File: src/rtl/stage_pipe_buf_pkg.sv
// Shared stage-bundle widths and bubble (NOP) encodings for the elastic
// pipeline-stage buffers between decode, execute and memory.
package pipe_pkg;

  localparam int STAGE_IF_ID_W = 96;
  localparam int STAGE_ID_EX_W = 411;
  localparam int STAGE_EX_MA_W = 180;

  localparam logic [STAGE_IF_ID_W-1:0] BUBBLE_IF_ID = '0;
  localparam logic [STAGE_ID_EX_W-1:0] BUBBLE_ID_EX = '0;
  localparam logic [STAGE_EX_MA_W-1:0] BUBBLE_EX_MA = '0;

  // Ring pointer width; a single-entry ring still carries a 1-bit pointer.
  function automatic int ptr_w(input int depth);
    return (depth > 1) ? $clog2(depth) : 1;
  endfunction

endpackage

File: src/rtl/stage_pipe_buf_if.sv
// Upstream/downstream handshake bundle of one elastic stage buffer.
interface stage_pipe_buf_if
  import pipe_pkg::*;
#(
  parameter int WIDTH = STAGE_ID_EX_W,
  parameter int DEPTH = 2
);
  localparam int CNT_W = $clog2(DEPTH + 1);

  logic             in_valid;
  logic             in_ready;
  logic [WIDTH-1:0] in_data;
  logic             out_valid;
  logic             out_ready;
  logic [WIDTH-1:0] out_data;
  logic             flush;
  logic             flush_defer;
  logic [CNT_W-1:0] count;

  modport master (
    output in_valid, in_data, out_ready, flush, flush_defer,
    input  in_ready, out_valid, out_data, count
  );

  modport slave (
    input  in_valid, in_data, out_ready, flush, flush_defer,
    output in_ready, out_valid, out_data, count
  );

endinterface

File: src/rtl/stage_pipe_buf_ctrl.sv
// Ring control for the stage buffer: pointers, occupancy, readiness and
// the effective (immediate or stall-respecting) flush.
module pipe_buf_ctrl
  import pipe_pkg::*;
#(
  parameter int DEPTH      = 2,
  parameter int READY_PASS = 1,
  parameter int PTR_W      = ptr_w(DEPTH),
  parameter int CNT_W      = $clog2(DEPTH + 1)
) (
  input  logic             clk,
  input  logic             rst_n,
  input  logic             in_valid,
  input  logic             out_ready,
  input  logic             flush,
  input  logic             flush_defer,
  output logic             in_ready,
  output logic             out_valid,
  output logic             push,
  output logic [PTR_W-1:0] wr_ptr,
  output logic [PTR_W-1:0] rd_ptr,
  output logic [CNT_W-1:0] count
);

  localparam logic [CNT_W-1:0] DEPTH_C  = CNT_W'(DEPTH);
  localparam logic [PTR_W-1:0] LAST_PTR = PTR_W'(DEPTH - 1);

  logic             pop;
  logic             flush_eff;
  logic [PTR_W-1:0] wr_ptr_nxt;
  logic [PTR_W-1:0] rd_ptr_nxt;
  logic [CNT_W-1:0] count_nxt;

  // Explicit wrap so non-power-of-two depths never visit unused slots.
  function automatic logic [PTR_W-1:0] ptr_inc(input logic [PTR_W-1:0] p);
    return (p == LAST_PTR) ? '0 : p + PTR_W'(1);
  endfunction

  assign out_valid = (count != '0);
  assign pop       = out_valid & out_ready;
  // A branch flush waits until the head is not being held by a stall.
  assign flush_eff = flush | (flush_defer & (out_ready | ~out_valid));
  assign in_ready  = (count < DEPTH_C) | ((READY_PASS != 0) & pop);
  assign push      = in_valid & in_ready & ~flush_eff;

  always_comb begin
    wr_ptr_nxt = wr_ptr;
    rd_ptr_nxt = rd_ptr;
    count_nxt  = count;
    if (flush_eff) begin
      wr_ptr_nxt = '0;
      rd_ptr_nxt = '0;
      count_nxt  = '0;
    end else begin
      if (push) wr_ptr_nxt = ptr_inc(wr_ptr);
      if (pop)  rd_ptr_nxt = ptr_inc(rd_ptr);
      unique case ({push, pop})
        2'b10:   count_nxt = count + CNT_W'(1);
        2'b01:   count_nxt = count - CNT_W'(1);
        default: count_nxt = count;
      endcase
    end
  end

  always_ff @(posedge clk or negedge rst_n) begin
    if (!rst_n) begin
      wr_ptr <= '0;
      rd_ptr <= '0;
      count  <= '0;
    end else begin
      wr_ptr <= wr_ptr_nxt;
      rd_ptr <= rd_ptr_nxt;
      count  <= count_nxt;
    end
  end

endmodule

File: src/rtl/stage_pipe_buf.sv
// Elastic pipeline-stage register: DEPTH-entry ring with valid/ready on both
// sides, registered-only in->out path and NOP bubble on an empty output.
module stage_pipe_buf
  import pipe_pkg::*;
#(
  parameter int               WIDTH      = STAGE_ID_EX_W,
  parameter int               DEPTH      = 2,
  parameter logic [WIDTH-1:0] BUBBLE_VAL = '0,
  parameter int               READY_PASS = 1
) (
  input logic              clk,
  input logic              rst_n,
  stage_pipe_buf_if.slave  bus
);

  localparam int PTR_W = ptr_w(DEPTH);
  localparam int CNT_W = $clog2(DEPTH + 1);

  logic             push;
  logic             out_valid;
  logic [PTR_W-1:0] wr_ptr;
  logic [PTR_W-1:0] rd_ptr;
  logic [CNT_W-1:0] count;
  logic [WIDTH-1:0] mem [DEPTH];

  pipe_buf_ctrl #(
    .DEPTH      (DEPTH),
    .READY_PASS (READY_PASS),
    .PTR_W      (PTR_W),
    .CNT_W      (CNT_W)
  ) u_ctrl (
    .clk         (clk),
    .rst_n       (rst_n),
    .in_valid    (bus.in_valid),
    .out_ready   (bus.out_ready),
    .flush       (bus.flush),
    .flush_defer (bus.flush_defer),
    .in_ready    (bus.in_ready),
    .out_valid   (out_valid),
    .push        (push),
    .wr_ptr      (wr_ptr),
    .rd_ptr      (rd_ptr),
    .count       (count)
  );

  // Payload storage carries no reset; validity lives entirely in count.
  always_ff @(posedge clk) begin
    if (push) mem[wr_ptr] <= bus.in_data;
  end

  assign bus.out_valid = out_valid;
  assign bus.out_data  = out_valid ? mem[rd_ptr] : BUBBLE_VAL;
  assign bus.count     = count;

endmodule

File: src/flat_wrapper.sv
// flat-port wrapper written by rule: the top's interface ports become plain ports
module stage_pipe_buf_flat import pipe_pkg::*;
#(
  parameter int               WIDTH      = STAGE_ID_EX_W,
  parameter int               DEPTH      = 2,
  parameter logic [WIDTH-1:0] BUBBLE_VAL = '0,
  parameter int               READY_PASS = 1
)
  (clk, rst_n, bus_in_valid, bus_in_data, bus_out_ready, bus_flush, bus_flush_defer, bus_in_ready, bus_out_valid, bus_out_data, bus_count);
  stage_pipe_buf_if #(.WIDTH(WIDTH), .DEPTH(DEPTH)) bus_i ();
  input logic clk;
  input logic rst_n;
  input wire logic [$bits(bus_i.in_valid)-1:0] bus_in_valid;
  input wire logic [$bits(bus_i.in_data)-1:0] bus_in_data;
  input wire logic [$bits(bus_i.out_ready)-1:0] bus_out_ready;
  input wire logic [$bits(bus_i.flush)-1:0] bus_flush;
  input wire logic [$bits(bus_i.flush_defer)-1:0] bus_flush_defer;
  output wire logic [$bits(bus_i.in_ready)-1:0] bus_in_ready;
  output wire logic [$bits(bus_i.out_valid)-1:0] bus_out_valid;
  output wire logic [$bits(bus_i.out_data)-1:0] bus_out_data;
  output wire logic [$bits(bus_i.count)-1:0] bus_count;
  assign bus_i.in_valid = bus_in_valid;
  assign bus_i.in_data = bus_in_data;
  assign bus_i.out_ready = bus_out_ready;
  assign bus_i.flush = bus_flush;
  assign bus_i.flush_defer = bus_flush_defer;
  assign bus_in_ready = bus_i.in_ready;
  assign bus_out_valid = bus_i.out_valid;
  assign bus_out_data = bus_i.out_data;
  assign bus_count = bus_i.count;
  stage_pipe_buf #(.WIDTH(WIDTH), .DEPTH(DEPTH), .BUBBLE_VAL(BUBBLE_VAL), .READY_PASS(READY_PASS)) u_core (.clk(clk), .rst_n(rst_n), .bus(bus_i));
endmodule
File: config.mk
export PLATFORM = sky130hd
export DESIGN_NAME = stage_pipe_buf_flat
export DESIGN_NICKNAME = d
export VERILOG_FILES = /design/src/rtl/stage_pipe_buf_pkg.sv /design/src/rtl/stage_pipe_buf_if.sv /design/src/rtl/stage_pipe_buf_ctrl.sv /design/src/rtl/stage_pipe_buf.sv /design/src/flat_wrapper.sv
export SDC_FILE = /design/constraint.sdc
export NUM_CORES = 1
export LEC_CHECK = 0
export CAP_MARGIN = 20
export CORE_AREA = 5 5 321 323
export CTS_CLUSTER_SIZE = 8
export DETAILED_ROUTE_END_ITERATION = 10
export DIE_AREA = 0 0 326 328
export GPL_ROUTABILITY_DRIVEN = 0
export GPL_TIMING_DRIVEN = 0
export SYNTH_ARGS = -nofsm -noshare
export SYNTH_HDL_FRONTEND = slang
export SYNTH_HIERARCHICAL = 1
export SYNTH_SLANG_ARGS = --single-unit
export TNS_END_PERCENT = 20
File: constraint.sdc
create_clock -name clk -period 32 [get_ports clk]
set_input_delay 4.8 -clock clk [delete_from_list [all_inputs] [get_ports clk]]
set_output_delay 4.8 -clock clk [all_outputs]
set_load 0.01 [all_outputs]
==> impl_metrics.py, run 1 <==
metrics = {
    "route": {
        "route.vias.total": 18300,
        "wire_per_inst_um": 22.8,
        "dr.pass1.iters": 5,
        "wl_um": 92700,
        "antenna_left": 0,
        "avgViaCountPerCell": 4.50,
        "drt_iter0_drc": 959,
        "drc": 0,
    },
    "sta": {
        "whs_ns": 0.563,
        "fin_crit_sh_pct": 34.3,
        "rsz0062_at_grt": "no",
        "finalCriticalPeriod_ns": 10.97,
        "setup_viol": 0,
        "tightest_slew_ns": 0.875,
        "finalClockSkew_ns": 0.0218,
        "hold_viol": 0,
        "finalMaxSlewViolations": 0,
        "fmax_mhz": 91.1,
        "slew_headroom_pct": 41.7,
        "tns_ns": 0,
    },
    "cts": {
        "clkTransAtPathRegs_ns": 0.05,
        "post_cts.repair.setup_buffers": 0,
        "hold_buffers": 0,
        "cts_buffers": 114,
        "htree_levels": 3,
        "cts_tree": "yes",
        "insertion_delay_ns": 0.66,
        "clk_path_buf_depth": 3,
        "clkSinkCount": 826,
        "cts_root_buf": "clkbuf_16",
        "cts_resized": 0,
    },
    "critical_path": {
        "ff2ff_setup_slack_ns": 28.57,
        "worstSetupStartpointType": "input port",
        "cpMostUsedCell": "clkdlybuf4s50_1",
        "cp.arrival_ns": 6.17,
        "r2r_cells": 8,
        "path_cells": "clkdlybuf4s50_1, nor2b_1, inv_1, clkdlybuf4s50_1",
        "cp_max_fo": 7,
        "startpoint": "bus_out_ready",
        "crit_type": "in2out",
        "crit_path_top_delay_cell": "clkdlybuf4s50_1",
        "worst_r2r_endpoint": "u_core/mem[1][31]$_DFFE_PP_",
        "max_stage_delay_ns": 0.52,
        "reg2reg_from": "u_core/u_ctrl/count[0]$_DFFE_PN0P_",
        "crit_required_ns": 27.20,
        "critPathCapture": "bus_in_ready",
        "endpoint_kind": "output pin",
    },
    "grt": {
        "overflow": 0,
        "grt_use_total_pct": 16.7,
        "grt_pass1_vias": 20100,
        "grt_antenna_before_repair": 20,
        "grt_pass1_wl_um": 132000,
        "grt_max_degree": 64,
    },
    "power_and_ir_drop": {
        "powerDensity_nw_per_um2": 53.8,
        "peakVddDrop_mv": 0.0471,
        "power.total_mw": 2.49,
        "p_leak_nw": 14.5,
    },
    "job": {
        "maxCapViolations": 0,
    },
    "logic_synthesis": {
        "ys_types": 28,
        "syn_area_um2": 32700,
        "syn-num-nets": 2185,
        "syn_avg_cell_area_um2": 18.5,
        "yosys-top-cells-area": "edfxtp_1, mux2i_1, nor2b_1",
        "ys_ff_latch": 826,
        "ys.flop_type": "edfxtp_1",
        "synthArstFlopShare_pct": 0.484,
        "syn_inst": 1768,
        "yosys_warnings": 6,
        "yosysTopAreaCellShare_pct": 75.5,
        "synth_edf_count": 822,
        "synth_top_area_cell": "edfxtp_1",
        "ys_seq_area_share_pct": 75.8,
    },
    "layout": {
        "area_growth_pct": 41.4,
        "final_area_um2": 46200,
        "n_fill_cell": 8582,
        "nNetsFinal": 3154,
        "drive_gt1_share_pct": 7.26,
    },
    "floorplanning": {
        "die_area_um2": 107000,
        "die_h_um": 328,
        "core_region_area_um2": 99600,
        "io_pins": 832,
        "initial_core_util_pct": 32.8,
        "die_w_um": 326,
        "rows": 116,
    },
    "placed_design": {
        "detailed_place.area_um2": 43200,
        "hpwl_um": 69900,
        "portBuffers": 831,
    },
    "outcome": {
        "status": "complete, no violations",
    },
    "min_path": {
        "min_path_type": "reg2reg",
    },
}
## synth_stat cells, types with 2 or more instances
cell      count
a21oi_1       2
buf_12       43
buf_2         5
buf_4         2
clkbuf_1     41
dfrtp_1       4
edfxtp_1    822
inv_1         2
mux2i_1     411
nor2b_1     415
o21ai_0       4
## logic make-up after synthesis
kind of cell    count (synthesis)  synth area share (%)
xor+xnor                        1                0.0268
compound gates                 10                 0.184
simple gates                  425                  8.13
buf+inv                        95                  3.29
flops                         826                  75.8
mux                           411                  12.6
## layout make-up
class	count	area, µm²	area share, %
Clock inverter	8	140	0.303
Buffer	92	1070	2.31
Tap cell	1298	1620	3.51
Antenna cell	9	22.5	0.0487
Inverter	3	11.3	0.0243
Clock buffer	127	2920	6.32
Multi-Input combinational cell	847	6850	14.8
Timing Repair Buffer	853	8830	19.1
Sequential cell	826	24800	53.6
## per-stage QoR
stage | std cells | worst slack [ns] | utilization [%]
after floorplan | 1768 | 7.51 | -
after global placement | 3897 | -3.62 | 42.8
after detailed placement | 3919 | 21.04 | 43.4
after CTS | 4054 | 21.03 | 46.4
after global routing | 4061 | 20.96 | 46.4
final | 4063 | 21.03 | 46.4
## worst min-delay path by stage
stage / startpoint / end / slack, ns / cells past startpoint
5_1_grt: u_core/u_ctrl/rd_ptr$_DFFE_PN0P_ / u_core/u_ctrl/rd_ptr$_DFFE_PN0P_ / 0.60 / 2
2_1_floorplan: u_core/u_ctrl/rd_ptr$_DFFE_PN0P_ / u_core/u_ctrl/rd_ptr$_DFFE_PN0P_ / 0.53 / 2
3_5_place_dp: u_core/u_ctrl/rd_ptr$_DFFE_PN0P_ / u_core/u_ctrl/rd_ptr$_DFFE_PN0P_ / 0.56 / 2
4_1_cts: u_core/u_ctrl/rd_ptr$_DFFE_PN0P_ / u_core/u_ctrl/rd_ptr$_DFFE_PN0P_ / 0.57 / 2
3_3_place_gp: u_core/u_ctrl/rd_ptr$_DFFE_PN0P_ / u_core/u_ctrl/rd_ptr$_DFFE_PN0P_ / 0.56 / 2
6_report: u_core/u_ctrl/rd_ptr$_DFFE_PN0P_ / u_core/u_ctrl/rd_ptr$_DFFE_PN0P_ / 0.56 / 2
## power breakdown
| group | leakage, nW | switching (mW) | internal, mW | total, mW |
|---|---|---|---|---|
| combinational | 5.47 | 0.0890 | 0.116 | 0.205 |
| sequential | 7.53 | 0.00528 | 1.22 | 1.22 |
| clock | 1.49 | 0.425 | 0.634 | 1.06 |
## registers in the layout (all words and copies together), names as in the netlist
signal	flops
u_core/mem	822
u_core/u_ctrl/count	2
u_core/u_ctrl/rd_ptr	1
u_core/u_ctrl/wr_ptr	1
## worst max-delay path, delay by kind of cell
family | cells | cell delay [ns]
AND/OR/NAND/NOR | 1 | 0.27
buffers and inverters | 3 | 1.10
## routing by layer
layer	track usage [%]	routed length [µm]	part of all wire, %
met2	31.1	50200	54
met4	5.92	2430	2.6
met1	17.4	32600	35
met5	0	69	0.074
met3	5.89	7440	8.0
## cell usage in the layout (no fill, tap or decap), types with 2 or more instances in the layout
cell type	n
dfrtp_1	4
mux2i_1	411
a21oi_1	2
nor2b_1	414
clkinv_16	3
edfxtp_1	822
buf_2	5
clkbuf_1	53
buf_4	2
diode_2	9
o21ai_0	4
clkbuf_16	115
inv_6	2
inv_1	2
clkdlybuf4s50_1	831
buf_16	9
buf_12	56
(Power assumes the default switching activity.)
==> run 2, diff against run 1 <==
Clock period 32 ns to 10.7 ns, I/O delays scaled along.
==> impl_metrics.py, run 2 (synthesized netlist as in run 1, its figures left out) <==
metrics = {
    "placed_design": {
        "portBuffers": 831,
        "hpwl_um": 69900,
    },
    "power_and_ir_drop": {
        "pwr-share-seq_pct": 49.1,
        "switching_power_mw": 1.53,
        "peakVddDrop_mv": 0.132,
        "switching_share_pct": 20.5,
        "p_leak_nw": 14.5,
        "combPwrFrac_pct": 8.3,
        "powerDensity_nw_per_um2": 161,
        "power.total_mw": 7.45,
        "clockPowerShare_pct": 42.6,
        "p_int_mw": 5.92,
    },
    "sta": {
        "tns_ns": 0,
        "finalMaxSlewViolations": 0,
        "rsz0062_at_grt": "no",
        "tightest_slew_ns": 0.675,
        "setup_viol": 0,
        "slew_headroom_pct": 54.9,
        "hold_viol": 0,
        "fmax_mhz": 194,
        "finalClockSkew_ns": 0.0235,
        "finalCriticalPeriod_ns": 5.16,
        "fin_crit_sh_pct": 48.2,
    },
    "critical_path": {
        "crit_family": "buffers and inverters",
        "cp_num_buf_inv": 4,
        "crit_required_ns": 9.10,
        "worstSetupStartpointType": "flip-flop",
        "crit_type": "reg2out",
        "cp_max_fo": 10,
        "reg2reg_from": "u_core/u_ctrl/count[0]$_DFFE_PN0P_",
        "endpoint_kind": "output pin",
        "path_cells": "or2_2, buf_2, buf_2, clkbuf_1, nor2b_1, clkdlybuf4s50_1",
        "r2r_cells": 8,
        "worst_r2r_endpoint": "u_core/mem[1][173]$_DFFE_PP_",
        "cp.arrival_ns": 3.56,
        "ff2ff_setup_slack_ns": 7.26,
        "crit_path_top_delay_cell": "clkdlybuf4s50_1",
        "max_stage_delay_ns": 0.65,
        "cpMostUsedCell": "buf_2",
    },
    "layout": {
        "area_growth_pct": 41.4,
        "largestRegisters": "u_core/mem (822), u_core/u_ctrl/count (2)",
        "nNetsFinal": 3154,
        "drive_gt1_share_pct": 7.26,
        "largest_register_ff_count": 822,
        "mostFrequentLayoutCell": "clkdlybuf4s50_1",
        "largest_register": "u_core/mem",
        "final_cell_mix": "clkdlybuf4s50_1, edfxtp_1, nor2b_1, mux2i_1, clkbuf_16",
    },
    "grt": {
        "overflow": 0,
        "grt_antenna_before_repair": 25,
        "grt_use_total_pct": 16.7,
        "met1_usage_pct": 17.6,
        "busiest_layer": "met2",
        "grt_pass1_vias": 20100,
        "grt_max_degree": 59,
        "grt_pass1_wl_um": 132000,
        "grt_use_met2_pct": 29.5,
        "grt_util_met3_pct": 6.41,
    },
    "route": {
        "antenna_left": 0,
        "dr.pass1.iters": 5,
        "avgViaCountPerCell": 4.53,
        "wire_per_inst_um": 22.9,
        "route.vias.total": 18500,
        "drt_iter0_drc": 1032,
        "drc": 0,
        "wl_um": 93400,
    },
    "outcome": {
        "status": "complete, no violations",
    },
    "floorplanning": {
        "core_region_area_um2": 99600,
        "die_h_um": 328,
        "initial_core_util_pct": 32.8,
        "die_w_um": 326,
        "die_area_um2": 107000,
        "io_pins": 832,
        "rows": 116,
    },
    "cts": {
        "hold_buffers": 0,
        "cts_resized": 0,
        "cts_root_buf": "clkbuf_16",
        "htree_levels": 3,
        "cts_buffers": 114,
        "clk_path_buf_depth": 3,
        "cts_tree": "yes",
        "insertion_delay_ns": 0.67,
        "clkSinkCount": 826,
        "clkTransAtPathRegs_ns": 0.05,
        "post_cts.repair.setup_buffers": 0,
    },
    "job": {
        "maxCapViolations": 0,
    },
    "min_path": {
        "min-delay-start": "u_core/u_ctrl/rd_ptr$_DFFE_PN0P_",
        "min_to": "u_core/u_ctrl/rd_ptr$_DFFE_PN0P_",
        "holdPathStages": 2,
        "min_path_type": "reg2reg",
    },
}
-- run 2: through the flow --
stage	std cells	utilization [%]	hold slack [ns]	worst slack, ns	cell area (µm²)
finish	4076	46.4	0.610	5.54	46200
global route	4073	46.4	0.630	5.22	46200
CTS	4053	46.4	0.589	5.28	46200
detailed placement	3919	43.3	0.570	5.47	43200
global placement	3897	42.8	0.566	-7.77	42700
floorplan	1768	-	0.527	-1.53	32700
-- run 2: final cells by class --
| class | instances | area [µm²] |
|---|---|---|
| Antenna cell | 23 | 57.6 |
| Buffer | 92 | 1070 |
| Clock buffer | 128 | 2970 |
| Clock inverter | 6 | 62.6 |
| Fill cell | 8591 | 53300 |
| Inverter | 3 | 11.3 |
| Multi-Input combinational cell | 847 | 6850 |
| Sequential cell | 826 | 24800 |
| Tap cell | 1298 | 1620 |
| Timing Repair Buffer | 853 | 8820 |
-- run 2: worst reg2reg max path, stage by stage (launching register included) --
cell	delay (ns)
dfrtp_1	0.47
o21bai_1	0.11
a21o_1	0.22
nor3_1	0.27
and2_4	0.62
buf_16	0.37
buf_16	0.30
buf_16	0.38
buf_16	0.30
-- run 2: routing by layer --
layer / vias to the layer above / share of wire, %
li1: 8548 / -
met3: 166 / 8.8
met4: 6 / 3.7
met2: 654 / 52
met5: - / 0.044
met1: 9091 / 36
-- run 2: power by group through the flow --
stage	Clock, mW	Combinational, mW	Sequential (mW)
2_1_floorplan	0	0.215	3.74
3_3_place_gp	0	0.596	3.75
3_5_place_dp	0	0.621	3.72
4_1_cts	3.28	0.625	3.66
5_1_grt	3.42	0.654	3.66
6_report	3.17	0.615	3.66
-- run 2: worst max path at each step --
| stage | startpoint | endpoint | slack [ns] | depth (start not counted) |
|---|---|---|---|---|
| finish | u_core/u_ctrl/count[0]$_DFFE_PN0P_ | bus_out_data[139] | 5.54 | 6 |
| floorplan | bus_out_ready | u_core/mem[1][0]$_DFFE_PP_ | -1.53 | 4 |
| detailed placement | bus_out_ready | u_core/mem[1][180]$_DFFE_PP_ | 5.47 | 9 |
| global route | u_core/u_ctrl/count[1]$_DFFE_PN0P_ | bus_out_data[139] | 5.22 | 6 |
| global placement | bus_out_ready | u_core/mem[1][371]$_DFFE_PP_ | -7.77 | 5 |
| CTS | u_core/u_ctrl/count[0]$_DFFE_PN0P_ | bus_out_data[139] | 5.28 | 6 |
